<file path="config.mk">
export PLATFORM = sky130hd
export DESIGN_NAME = park_timer_sched
export DESIGN_NICKNAME = d
export VERILOG_FILES = /design/src/rtl/park_timer_pkg.sv /design/src/rtl/park_timer_sched_prescaler.sv /design/src/rtl/park_timer_sched.sv
export SDC_FILE = /design/constraint.sdc
export NUM_CORES = 1
export LEC_CHECK = 0
export BUFFER_PORTS_ARGS = -buffer_cell sky130_fd_sc_hd__buf_2
export CORE_ASPECT_RATIO = 0.9
export CORE_MARGIN = 5
export CORE_UTILIZATION = 40
export DETAILED_ROUTE_END_ITERATION = 6
export PLACE_DENSITY_LB_ADDON = 0.12
export SLEW_MARGIN = 20
export SYNTH_ARGS = -nofsm -noshare
export SYNTH_HDL_FRONTEND = slang
export SYNTH_SLANG_ARGS = --single-unit
</file>
<file path="constraint.sdc">
create_clock -name clk_50MHz -period 5.1 [get_ports clk_50MHz]
set_input_delay 0.51 -clock clk_50MHz [delete_from_list [all_inputs] [get_ports clk_50MHz]]
set_output_delay 0.51 -clock clk_50MHz [all_outputs]
set_load 0.03 [all_outputs]
</file>
<file path="src/rtl/park_timer_pkg.sv">
// park_timer_pkg: shared FSM state type and prescaler sizing helpers for park_timer_sched
package park_timer_pkg;
  typedef enum logic {IDLE = 1'b0, SCAN = 1'b1} state_t;
  function automatic int calc_div(int clk_hz, int tick_hz);
    return clk_hz / tick_hz;
  endfunction
  function automatic int calc_pw(int clk_hz, int tick_hz);
    return calc_div(clk_hz, tick_hz) > 1 ? $clog2(calc_div(clk_hz, tick_hz)) : 1;
  endfunction
endpackage

</file>
<file path="src/rtl/park_timer_sched_prescaler.sv">
// tick_prescaler: free-running divider producing a one-cycle tick enable every CLK_HZ/TICK_HZ cycles
// Ports: clk_50MHz, reset (async, active-high), hold (freeze count, suppress tick), tick (one-cycle pulse)
module tick_prescaler
  import park_timer_pkg::*;
#(
  parameter int CLK_HZ = 50_000_000,
  parameter int TICK_HZ = 1
) (
  input  logic clk_50MHz,
  input  logic reset,
  input  logic hold,
  output logic tick
);
  localparam int DIV = calc_div(CLK_HZ, TICK_HZ);
  localparam int PW = calc_pw(CLK_HZ, TICK_HZ);
  localparam logic [PW-1:0] LAST = PW'(DIV - 1);
  logic [PW-1:0] cnt;
  always_ff @(posedge clk_50MHz or posedge reset)
    if (reset) cnt <= '0;
    else if (!hold) cnt <= cnt == LAST ? '0 : cnt + 1'b1;
  assign tick = cnt == LAST && !hold;
endmodule

</file>
<file path="src/rtl/park_timer_sched.sv">
// park_timer_sched: NCH second-resolution countdown timers sharing one decrement unit walked by a scan FSM
// Ports: clk_50MHz, reset (async, active-high), start/cancel (per-channel strobes), load_val (NCH x CNT_W seconds),
//        busy (channel counting), done (one-cycle expiry), tick (1 Hz enable), rd_sel/rd_val (registered readback)
// Option: define TIMER_PAUSE_EN to add input pause, which freezes the prescaler and blocks new scans.
module park_timer_sched
  import park_timer_pkg::*;
#(
  parameter int CLK_HZ = 50_000_000,
  parameter int TICK_HZ = 1,
  parameter int NCH = 4,
  parameter int CNT_W = 8
) (
  input  logic                     clk_50MHz,
  input  logic                     reset,
`ifdef TIMER_PAUSE_EN
  input  logic                     pause,
`endif
  input  logic [NCH-1:0]           start,
  input  logic [NCH-1:0]           cancel,
  input  logic [NCH*CNT_W-1:0]     load_val,
  output logic [NCH-1:0]           busy,
  output logic [NCH-1:0]           done,
  output logic                     tick,
  input  logic [$clog2(NCH)-1:0]   rd_sel,
  output logic [CNT_W-1:0]         rd_val
);
  localparam int DIV = calc_div(CLK_HZ, TICK_HZ);
  localparam int IW = $clog2(NCH);
  localparam logic [IW-1:0] LAST_CH = IW'(NCH - 1);
  // The scan must finish well before the next tick arrives.
  if (DIV <= NCH + 2) begin : g_bad_div
    $error("park_timer_sched: CLK_HZ/TICK_HZ must exceed NCH+2");
  end
  logic hold;
`ifdef TIMER_PAUSE_EN
  assign hold = pause;
`else
  assign hold = 1'b0;
`endif
  tick_prescaler #(.CLK_HZ(CLK_HZ), .TICK_HZ(TICK_HZ)) u_pre (
    .clk_50MHz(clk_50MHz),
    .reset(reset),
    .hold(hold),
    .tick(tick)
  );
  state_t state;
  logic [IW-1:0] idx;
  always_ff @(posedge clk_50MHz or posedge reset)
    if (reset) begin
      state <= IDLE;
      idx <= '0;
    end else if (state == IDLE) begin
      state <= tick ? SCAN : IDLE;
      idx <= '0;
    end else begin
      state <= idx == LAST_CH ? IDLE : SCAN;
      idx <= idx == LAST_CH ? '0 : idx + 1'b1;
    end
  logic [CNT_W-1:0] cnt [NCH];
  for (genvar c = 0; c < NCH; c++) begin : g_ch
    logic [CNT_W-1:0] ld, n;
    logic hit, b, d;
    assign ld = load_val[c*CNT_W +: CNT_W];
    assign hit = state == SCAN && idx == IW'(c) && b;
    // Priority: cancel over start over the scan decrement.
    always_ff @(posedge clk_50MHz or posedge reset)
      if (reset) begin
        n <= '0;
        b <= 1'b0;
        d <= 1'b0;
      end else if (cancel[c]) begin
        n <= '0;
        b <= 1'b0;
        d <= 1'b0;
      end else if (start[c]) begin
        n <= ld;
        b <= ld != '0;
        d <= ld == '0;
      end else if (hit) begin
        n <= n - 1'b1;
        b <= n != CNT_W'(1);
        d <= n == CNT_W'(1);
      end else begin
        d <= 1'b0;
      end
    assign cnt[c] = n;
    assign busy[c] = b;
    assign done[c] = d;
  end
  always_ff @(posedge clk_50MHz or posedge reset)
    if (reset) rd_val <= '0;
    else rd_val <= cnt[rd_sel];
endmodule

</file>
==> results.sh <==
export IMPL_status="complete, no violations"
export IMPL_cts_resized=0
export IMPL_powerDensity_nw_per_um2=304
export IMPL_grt_pass1_wl_um=16900
export IMPL_post_cts_buffers=0
export IMPL_ys_ff_latch=77
export IMPL_ir_drop_mv=0.132
export IMPL_synth_edf_count=0
export IMPL_synthesis_area_um2=4300
export IMPL_cts_buffers=9
export IMPL_cp_slowest_stage_delay_ns=0.38
export IMPL_path_max_fanout=6
export IMPL_vias=3376
export IMPL_regArea_um2=1930
export IMPL_synth_area_leader_cell="dfrtp_1"
export IMPL_grt_total_usage=0.165
export IMPL_synth_cell_types=47
export IMPL_grt_start_max_net_pins=78
export IMPL_syn_avg_cell_area_um2=9.72
export IMPL_initial_core_util=0.414
export IMPL_dp_slack_ns=2.94
export IMPL_maxSlewViolCount=0
export IMPL_skew_ns=0.00536
export IMPL_coreArea_um2=10400
export IMPL_fmax_ghz=0.406
export IMPL_min_period_ns=2.47
export IMPL_tns_ns=0
export IMPL_yosys_area_share_simple=0.214
export IMPL_cts_hold_buf=0
export IMPL_rsz0062_at_grt="false"
export IMPL_nets=543
export IMPL_first_iter_violations=138
export IMPL_fp_row_count=35
export IMPL_cts_sinks=77
export IMPL_utilization=0.478
export IMPL_synth_adder_area_share=0.0379
export IMPL_cts_tree="yes"
export IMPL_fill_cells=992
export IMPL_path_cells="ha_1 -> nand3_1 -> nand4bb_1 -> nor2_1 -> buf_2"
export IMPL_die_area_um2=12900
export IMPL_synth_compound_area_frac=0.110
export IMPL_crit_arrival_ns=1.96
export IMPL_place_gp_congestion=0.804
export IMPL_io_pins=61
export IMPL_htreeDepth=3
export IMPL_path_buf_inv=1
export IMPL_drc_errors=0
export IMPL_path_clk_slew_ns=0.06
export IMPL_slowest_stage="dfrtp_1"
export IMPL_grt_pass1_vias=3370
export IMPL_drive_gt1_frac=0.198
export IMPL_setup_viol=0
export IMPL_antenna_found_initial=0
export IMPL_drt_first_pass_iters=4
export IMPL_setup_ws_ns=2.63
export IMPL_crit_family="simple AND/OR/NAND/NOR gates"
export IMPL_yosys_top_cells_area="dfrtp_1, xnor2_1, mux4_2"
export IMPL_yosysWarnings=0
export IMPL_maxCapViolations=0
export IMPL_viasPerCell=5.45
export IMPL_fp_dieH_um=108
export IMPL_leakagePower_nw=2.19
export IMPL_synth_main_ff_cell="dfrtp_1"
export IMPL_dp_cells=604
export IMPL_netlist_area_leader_share=0.449
export IMPL_overflow=0
export IMPL_antennaDiodeCount=0
export IMPL_clock_path_buffers=2
export IMPL_required_ns=4.59
export IMPL_multiInputGateArea_um2=2130
export IMPL_path_depth=5
export IMPL_port_buffers=60
export IMPL_seq_area_frac_synth=0.449
export IMPL_die_x_um=119
export IMPL_ant_nets=0
export IMPL_synthArstFlopShare=1.00
export IMPL_muxShareOfSynthArea=0.0489
export IMPL_tightest_slew_ns=0.707
export IMPL_fin_area_um2=4960
export IMPL_critPathKind="reg -> out"
export IMPL_syn_inst=442
export IMPL_routedWlPerCell_um=16.2
export IMPL_synth_top_family_by_area="simple AND/OR/NAND/NOR gates"
export IMPL_area_growth_pct=15.5
export IMPL_finalCritPeriodShare=0.484
export IMPL_report_final_hold_viol_count=0
export IMPL_clock_latency_ns=0.34
export IMPL_rr_worst_depth=5
export IMPL_mostFrequentLayoutCells="dfrtp_1, buf_2, nor2_1"
export IMPL_worst_setup_path_end_kind="output pin"
export IMPL_crit_path_start_kind="flip-flop"
export IMPL_place_area_um2=4630
export IMPL_min_path_type="in -> async"
export IMPL_place_detailed_hpwl_um=7440
export IMPL_fin_cells=620
export IMPL_synth_xor_area_share=0.0856
export IMPL_max_slew_margin=0.529
export IMPL_cts_root_buf="clkbuf_16"
export IMPL_drt_wl_total_um=10100
export IMPL_layout_commonest_cell="dfrtp_1"
export IMPL_synth_nets=499
-- logic make-up (layout without fill, tap and decap cells) --
kind of cell / Yosys count / count (layout)
XOR/XNOR: 42 / 42
AND/OR/NAND/NOR: 172 / 172
multiplexers: 11 / 11
flip-flops: 77 / 77
adder cells (fa/ha/maj): 13 / 13
buffers and inverters: 54 / 103
AO/OA/AOI/OAI: 73 / 73
-- worst register-to-register path: stages, from the launching register on --
cell and delay, ns:
dfrtp_1 0.38, ha_1 0.21, nand3_1 0.24, nor4_2 0.70, nor2_1 0.08, a2111oi_0 0.39
-- registers in the layout, summed over array words and instances (netlist names) --
signal	flops
g_ch.n	32
u_pre.cnt	26
rd_val	8
g_ch.b	4
g_ch.d	4
idx	2
state	1
-- cell type report --
type | instances | area share
clock buffers | 9 | 0.0454
clock inverters | 7 | 0.0202
inverters | 25 | 0.0192
multi-input cells | 311 | 0.430
flip-flops and latches | 77 | 0.388
well taps | 129 | 0.0325
repair buffers | 62 | 0.0643
-- path summary, 6_finish.rpt --
path / slack, ns / endpoint / start
max in group asynchronous: 4.27 / g_ch[2].n[4]$_DFFE_PP0P_ / reset
worst max register to register: 2.97 / u_pre.cnt[22]$_DFF_PP0_ / u_pre.cnt[0]$_DFF_PP0_
min in group clk_50MHz: 0.42 / g_ch[3].n[2]$_DFFE_PP0P_ / load_val[26]
worst min-delay path: 0.36 / g_ch[0].d$_DFF_PP0_ / reset
worst max-delay path: 2.63 / tick / u_pre.cnt[0]$_DFF_PP0_
worst min register to register: 0.48 / u_pre.cnt[0]$_DFF_PP0_ / u_pre.cnt[0]$_DFF_PP0_
-- report_power, final --
group	total [mW]	switching, mW	internal [mW]
Clock	0.696	0.265	0.431
Sequential	0.664	0.0298	0.635
Combinational	0.149	0.0880	0.0609
Total	1.51	0.383	1.13
-- layer usage --
metal / vias up / share of wire / global-route usage
met5: - / 0 / 0
met4: 0 / 0.015 / 0.0538
met3: 14 / 0.039 / 0.0387
met2: 63 / 0.42 / 0.243
met1: 1644 / 0.53 / 0.241
li1: 1655 / - / -
-- through the flow --
| stage | power (mW) | hold WS (ns) |
|---|---|---|
| 2_1_floorplan | 0.770 | 0.455 |
| 3_3_place_gp | 0.824 | 0.468 |
| 3_5_place_dp | 0.826 | 0.480 |
| 4_1_cts | 1.53 | 0.409 |
| 5_1_grt | 1.57 | 0.426 |
| 6_report | 1.51 | 0.358 |
-- cell usage after synthesis, drive strengths merged (6+ instances only) --
cell type / number
xor2: 11
dfrtp: 77
mux4: 8
buf: 13
and3: 9
nor4: 12
clkbuf: 16
a211oi: 6
inv: 24
a21oi: 30
nand4: 13
nand2: 28
nor2b: 7
nor3: 12
o21a: 14
nor2: 43
nand3: 27
ha: 13
xnor2: 31
Power figures use the tool's default switching activity.
